## config.mk

```make
export PLATFORM = sky130hd
export DESIGN_NAME = dlfloat_dot_seq
export DESIGN_NICKNAME = d
export VERILOG_FILES = /design/src/rtl/dlfloat_dot_seq.sv
export SDC_FILE = /design/constraint.sdc
export NUM_CORES = 1
export LEC_CHECK = 0
export BUFFER_PORTS_ARGS = -buffer_cell sky130_fd_sc_hd__buf_4
export CAP_MARGIN = 20
export CORE_ASPECT_RATIO = 0.75
export CORE_MARGIN = 2
export CORE_UTILIZATION = 35
export DETAILED_ROUTE_END_ITERATION = 16
export PLACE_DENSITY = 0.75
export SLEW_MARGIN = 20
export SYNTH_ARGS = -nofsm -noshare
export SYNTH_HDL_FRONTEND = slang
export SYNTH_SLANG_ARGS = --single-unit
```

## constraint.sdc

```tcl
create_clock -name clk -period 2.15 [get_ports clk]
set_clock_uncertainty 0.15 [all_clocks]
set_input_delay 0.215 -clock clk [delete_from_list [all_inputs] [get_ports clk]]
set_output_delay 0.215 -clock clk [all_outputs]
set_load 0.005 [all_outputs]
```

## src/rtl/dlfloat_dot_seq.sv

```systemverilog
// Dot-product sequencer for the shared DLFloat16 MAC: clears the accumulator,
// streams N operand pairs, waits for the pipeline to drain and holds the result.
module dlfloat_dot_seq #(
  parameter int unsigned LAT   = 2,
  parameter int unsigned LEN_W = 8
) (
  input  logic             clk,
  input  logic             rst,
  input  logic             start,
  input  logic [LEN_W-1:0] cfg_len,
  input  logic             abort,
  input  logic             in_valid,
  output logic             in_ready,
  input  logic [15:0]      in_a,
  input  logic [15:0]      in_b,
  output logic [15:0]      mac_a,
  output logic [15:0]      mac_b,
  output logic             mac_en,
  output logic             mac_clr,
  input  logic [15:0]      mac_acc,
  output logic             out_valid,
  input  logic             out_ready,
  output logic [15:0]      out_data,
  output logic             out_sat,
  output logic             busy,
  output logic [LEN_W-1:0] cnt
);

  localparam int unsigned DW = (LAT < 1) ? 1 : $clog2(LAT + 1);

  typedef enum logic [2:0] {
    S_IDLE,
    S_CLEAR,
    S_STREAM,
    S_DRAIN,
    S_HOLD
  } state_t;

  state_t           state_q, state_d;
  logic [LEN_W-1:0] len_q, len_d;
  logic [LEN_W-1:0] cnt_q, cnt_d;
  logic [DW-1:0]    drain_q, drain_d;
  logic [15:0]      mac_a_q, mac_a_d;
  logic [15:0]      mac_b_q, mac_b_d;
  logic             mac_en_q, mac_en_d;
  logic             mac_clr_q, mac_clr_d;
  logic             out_valid_q, out_valid_d;
  logic [15:0]      out_data_q, out_data_d;
  logic             out_sat_q, out_sat_d;
  logic             hs;

  assign in_ready  = (state_q == S_STREAM);
  assign busy      = (state_q != S_IDLE);
  assign hs        = in_valid & in_ready;
  assign mac_a     = mac_a_q;
  assign mac_b     = mac_b_q;
  assign mac_en    = mac_en_q;
  assign mac_clr   = mac_clr_q;
  assign out_valid = out_valid_q;
  assign out_data  = out_data_q;
  assign out_sat   = out_sat_q;
  assign cnt       = cnt_q;

  always_comb begin
    state_d     = state_q;
    len_d       = len_q;
    cnt_d       = cnt_q;
    drain_d     = drain_q;
    mac_a_d     = '0;
    mac_b_d     = '0;
    mac_en_d    = 1'b0;
    mac_clr_d   = 1'b0;
    out_valid_d = out_valid_q;
    out_data_d  = out_data_q;
    out_sat_d   = out_sat_q;

    if (abort) begin
      state_d     = S_IDLE;
      out_valid_d = 1'b0;
    end else begin
      case (state_q)
        S_IDLE: begin
          if (start) begin
            cnt_d = '0;
            if (cfg_len != '0) begin
              len_d     = cfg_len;
              mac_clr_d = 1'b1;
              state_d   = S_CLEAR;
            end else begin
              out_data_d  = '0;
              out_sat_d   = 1'b0;
              out_valid_d = 1'b1;
              state_d     = S_HOLD;
            end
          end
        end
        S_CLEAR: state_d = S_STREAM;
        S_STREAM: begin
          if (hs) begin
            mac_a_d  = in_a;
            mac_b_d  = in_b;
            mac_en_d = 1'b1;
            cnt_d    = cnt_q + LEN_W'(1);
            if (cnt_d == len_q) begin
              drain_d = DW'(LAT);
              state_d = S_DRAIN;
            end
          end
        end
        S_DRAIN: begin
          // LAT is counted from the cycle the final pair sits on mac_a/mac_b,
          // so the countdown holds while that pair is still presented.
          if (!mac_en_q) begin
            if (drain_q == '0) begin
              out_data_d  = mac_acc;
              out_sat_d   = (mac_acc == 16'hFFFF);
              out_valid_d = 1'b1;
              state_d     = S_HOLD;
            end else begin
              drain_d = drain_q - DW'(1);
            end
          end
        end
        S_HOLD: begin
          out_valid_d = 1'b1;
          if (out_ready) begin
            out_valid_d = 1'b0;
            state_d     = S_IDLE;
          end
        end
        default: state_d = S_IDLE;
      endcase
    end
  end

  always_ff @(posedge clk or posedge rst) begin
    if (rst) begin
      state_q     <= S_IDLE;
      len_q       <= '0;
      cnt_q       <= '0;
      drain_q     <= '0;
      mac_a_q     <= '0;
      mac_b_q     <= '0;
      mac_en_q    <= 1'b0;
      mac_clr_q   <= 1'b0;
      out_valid_q <= 1'b0;
      out_data_q  <= '0;
      out_sat_q   <= 1'b0;
    end else begin
      state_q     <= state_d;
      len_q       <= len_d;
      cnt_q       <= cnt_d;
      drain_q     <= drain_d;
      mac_a_q     <= mac_a_d;
      mac_b_q     <= mac_b_d;
      mac_en_q    <= mac_en_d;
      mac_clr_q   <= mac_clr_d;
      out_valid_q <= out_valid_d;
      out_data_q  <= out_data_d;
      out_sat_q   <= out_sat_d;
    end
  end

endmodule

```

==> results.py <==
metrics = {
    "status": {
        "status": "completed",
    },
    "sta": {
        "rsz0062_at_grt": "no",
        "report.final.slew_viol_count": 0,
        "period_share": 0.897,
        "relSlewSlack": 0.655,
        "fmaxAchievable_mhz": 519,
        "finalWorstPathRequiredPeriod_ps": 1930,
        "worstMarginPinSlew_ps": 509,
        "hold-worst-slack_ps": 20.4,
        "setup_viol": 0,
        "finalHoldViolations": 0,
    },
    "floorplanning": {
        "die_height_microns": 86.1,
        "pin_count": 124,
        "die_width_microns": 114,
        "die_area_sq_um": 9780,
        "rows": 29,
        "initial_core_util": 0.366,
        "coreArea_sq_um": 8600,
    },
    "routing": {
        "first_pass_iters": 4,
        "wire_per_inst_microns": 15.3,
        "remaining_drc_errors": 0,
        "first_iter_violations": 114,
        "vias": 2912,
        "routed_wl_mm": 9.14,
        "drtAntennaViolNets": 0,
        "vias_per_cell": 4.86,
    },
    "pwr": {
        "cellLeakagePower_nw": 2.55,
        "powerDensity_nw_per_um2": 860,
        "power_mw": 4.48,
        "vdd_drop_max_v": 0.000546,
    },
    "yosys": {
        "yosys.cell_types.count": 40,
        "synth-simple-area-share": 0.216,
        "synth_seq_area_share": 0.580,
        "syn_area_per_cell_sq_um": 10.8,
        "syn_inst": 292,
        "synth_mux_area_frac": 0.0477,
        "synth_seq_cells": 73,
        "synth-compound-area-share": 0.0930,
        "yosys.area_share.adder": 0.00795,
        "synth_fp_nets": 356,
        "netlist_area_sq_um": 3150,
        "synth_top_family_by_area": "simple AND/OR/NAND/NOR gates",
        "ys_warn_count": 0,
        "synth_xor_area_frac": 0.0250,
    },
    "grt": {
        "grt_pass1_vias": 3032,
        "grt_pass1_wl_mm": 14.9,
        "grt_max_degree": 74,
        "antenna_found_initial": 0,
        "grt_usage": 0.198,
        "overflow": 0,
    },
    "clocking": {
        "clkSinkCount": 73,
        "cts_buffers": 9,
        "htreeDepth": 3,
        "clock_latency_ps": 340,
        "clk_pin_slew_ps": 60,
        "cts_root_buf": "clkbuf_16",
        "clock_path_buffers": 2,
        "tritoncts": "built",
    },
    "setup_path": {
        "crit_slowest_cell": "or3_4",
        "cp_cell_sequence": "or3_4, a21o_1, nor3b_4, buf_12, mux2_4",
        "endpoint_kind": "flop",
        "worstSetupPathType": "flop to flop",
        "crit_arrival_ps": 2000,
        "startpoint_type": "flop",
        "cpPeakStageDelay_ps": 400,
        "crit_fanout": 9,
        "r2r_slack_ps": 220,
        "worstPathRequired_ps": 2220,
    },
    "place": {
        "port_buffers": 123,
        "place_hpwl_mm": 5.86,
        "place_area_sq_um": 4300,
        "gp_congestion": 0.858,
    },
    "finish": {
        "synthToLayoutAreaGrowth_pct": 65.3,
        "antennaDiodeCount": 0,
        "layout_commonest_cell": "buf_4",
        "nFillCells": 703,
        "nets": 550,
        "drive_above_1_share": 0.356,
        "stdcell_area_sq_um": 5200,
        "layout_common_cells": "buf_4 (137), dfrtp_1 (73), dlygate4sd3_1 (56)",
    },
    "hold_path": {
        "hold_path.class": "input pin to flop",
    },
    "run": {
        "drv_cap": 0,
    },
}
area by class of cell:
class / count / area, sq um / area share
Sequential cell: 73 / 1830 / 0.351
Multi-Input combinational cell: 200 / 1250 / 0.240
Clock buffer: 9 / 225 / 0.0433
Timing Repair Buffer: 197 / 1670 / 0.321
Tap cell: 108 / 135 / 0.0260
Inverter: 5 / 22.5 / 0.00433
Clock inverter: 7 / 77.6 / 0.0149
final timing paths:
check,startpoint,endpoint,cells past startpoint
setup / recovery,state_q[2],len_q[6],5
hold / removal,mac_acc[6],out_data[6],3
setup reg to reg,state_q[2],len_q[6],5
hold reg to reg,out_data[15],out_data[15],2
max in group asynchronous,rst,out_data[13],4
min in group asynchronous,rst,mac_a[12],4
synth_stat cells:
cell      count  share of area
a211oi_1      1         0.0024
a21o_1        2         0.0048
a21oi_1       5         0.0079
a311oi_1      1         0.0028
a31oi_1       1         0.0020
and2_1       35          0.070
and3_1        4         0.0079
and4_1        2         0.0056
buf_2         7          0.011
buf_6         2         0.0072
clkbuf_1      5         0.0060
dfrtp_1      73           0.58
ha_1          2         0.0079
inv_1         4         0.0048
inv_2         1         0.0012
mux2_4        8          0.038
mux2i_1       3         0.0095
nand2_1      46          0.055
nand2b_1      1         0.0020
nand3_1       8          0.013
nand3b_2      1         0.0036
nand4_1       6          0.012
nor2_1       12          0.014
nor2b_1       2         0.0040
nor3b_1       1         0.0024
nor3b_2       2         0.0079
nor4_1        3         0.0060
nor4b_1       1         0.0028
o21a_1        1         0.0024
o21ai_0      23          0.037
o21ai_1       7          0.011
o21bai_1      1         0.0024
o221a_2       1         0.0036
o311ai_1      1         0.0028
o31ai_1       6          0.014
or3_1         1         0.0020
or3_4         1         0.0036
or4_1         2         0.0048
xnor2_1       7          0.019
xor2_1        2         0.0056
flip-flops by register name (all words and copies together), names as in the netlist:
register / cells
len_q: 8
out_sat: 1
out_valid: 1
out_data: 16
mac_a: 16
mac_b: 16
cnt: 8
state_q: 3
mac_clr: 1
drain_q: 2
mac_en: 1
layer usage:
layer  GRT usage  vias to the layer above  wire (microns)
met4      0.0765                        0             130
met3      0.0799                       18             829
met1       0.238                     1371            3810
li1            -                     1385               -
met5           0                        -               0
met2       0.322                      138            4370
cell families after synthesis:
kind of cell    after synthesis
flops                        73
buf+inv                      19
xor+xnor                      9
mux                          11
fa+ha+maj                     2
compound gates               50
simple gates                128
where the power goes:
| part | internal (mW) | switching [mW] | total, mW |
|---|---|---|---|
| Combinational | 0.720 | 0.571 | 1.29 |
| Clock | 0.907 | 0.603 | 1.51 |
| Sequential | 1.55 | 0.120 | 1.67 |
| Total | 3.18 | 1.29 | 4.48 |
metrics by stage:
step	utilization	instances	TNS (ps)	setup slack, ps
2_1_floorplan	-	292	0	159
3_3_place_gp	0.500	526	-1200	-152
3_5_place_dp	0.500	526	-1740	-226
4_1_cts	0.604	599	0	36.8
5_1_grt	0.605	599	0	156
6_report	0.605	599	0	221
worst max-delay path: cells and delay by family, from the launching register on:
kind,cells,cell delay (ps)
AND/OR/NAND/NOR,2,610
buffers and inverters,1,170
flip-flops,1,380
AO/OA/AOI/OAI,1,200
multiplexers,1,300
repair_timing:
item / 4_1_cts / 5_1_grt
endpoints found under the setup margin: 8 / 2
buffers inserted: 1 / 0
hold buffers: 56 / 0
gates resized for setup: 1 / 2
hold endpoints to repair: 129 / 0
pin swaps: 1 / 0
No activity file was read; power rests on OpenSTA's default activity.
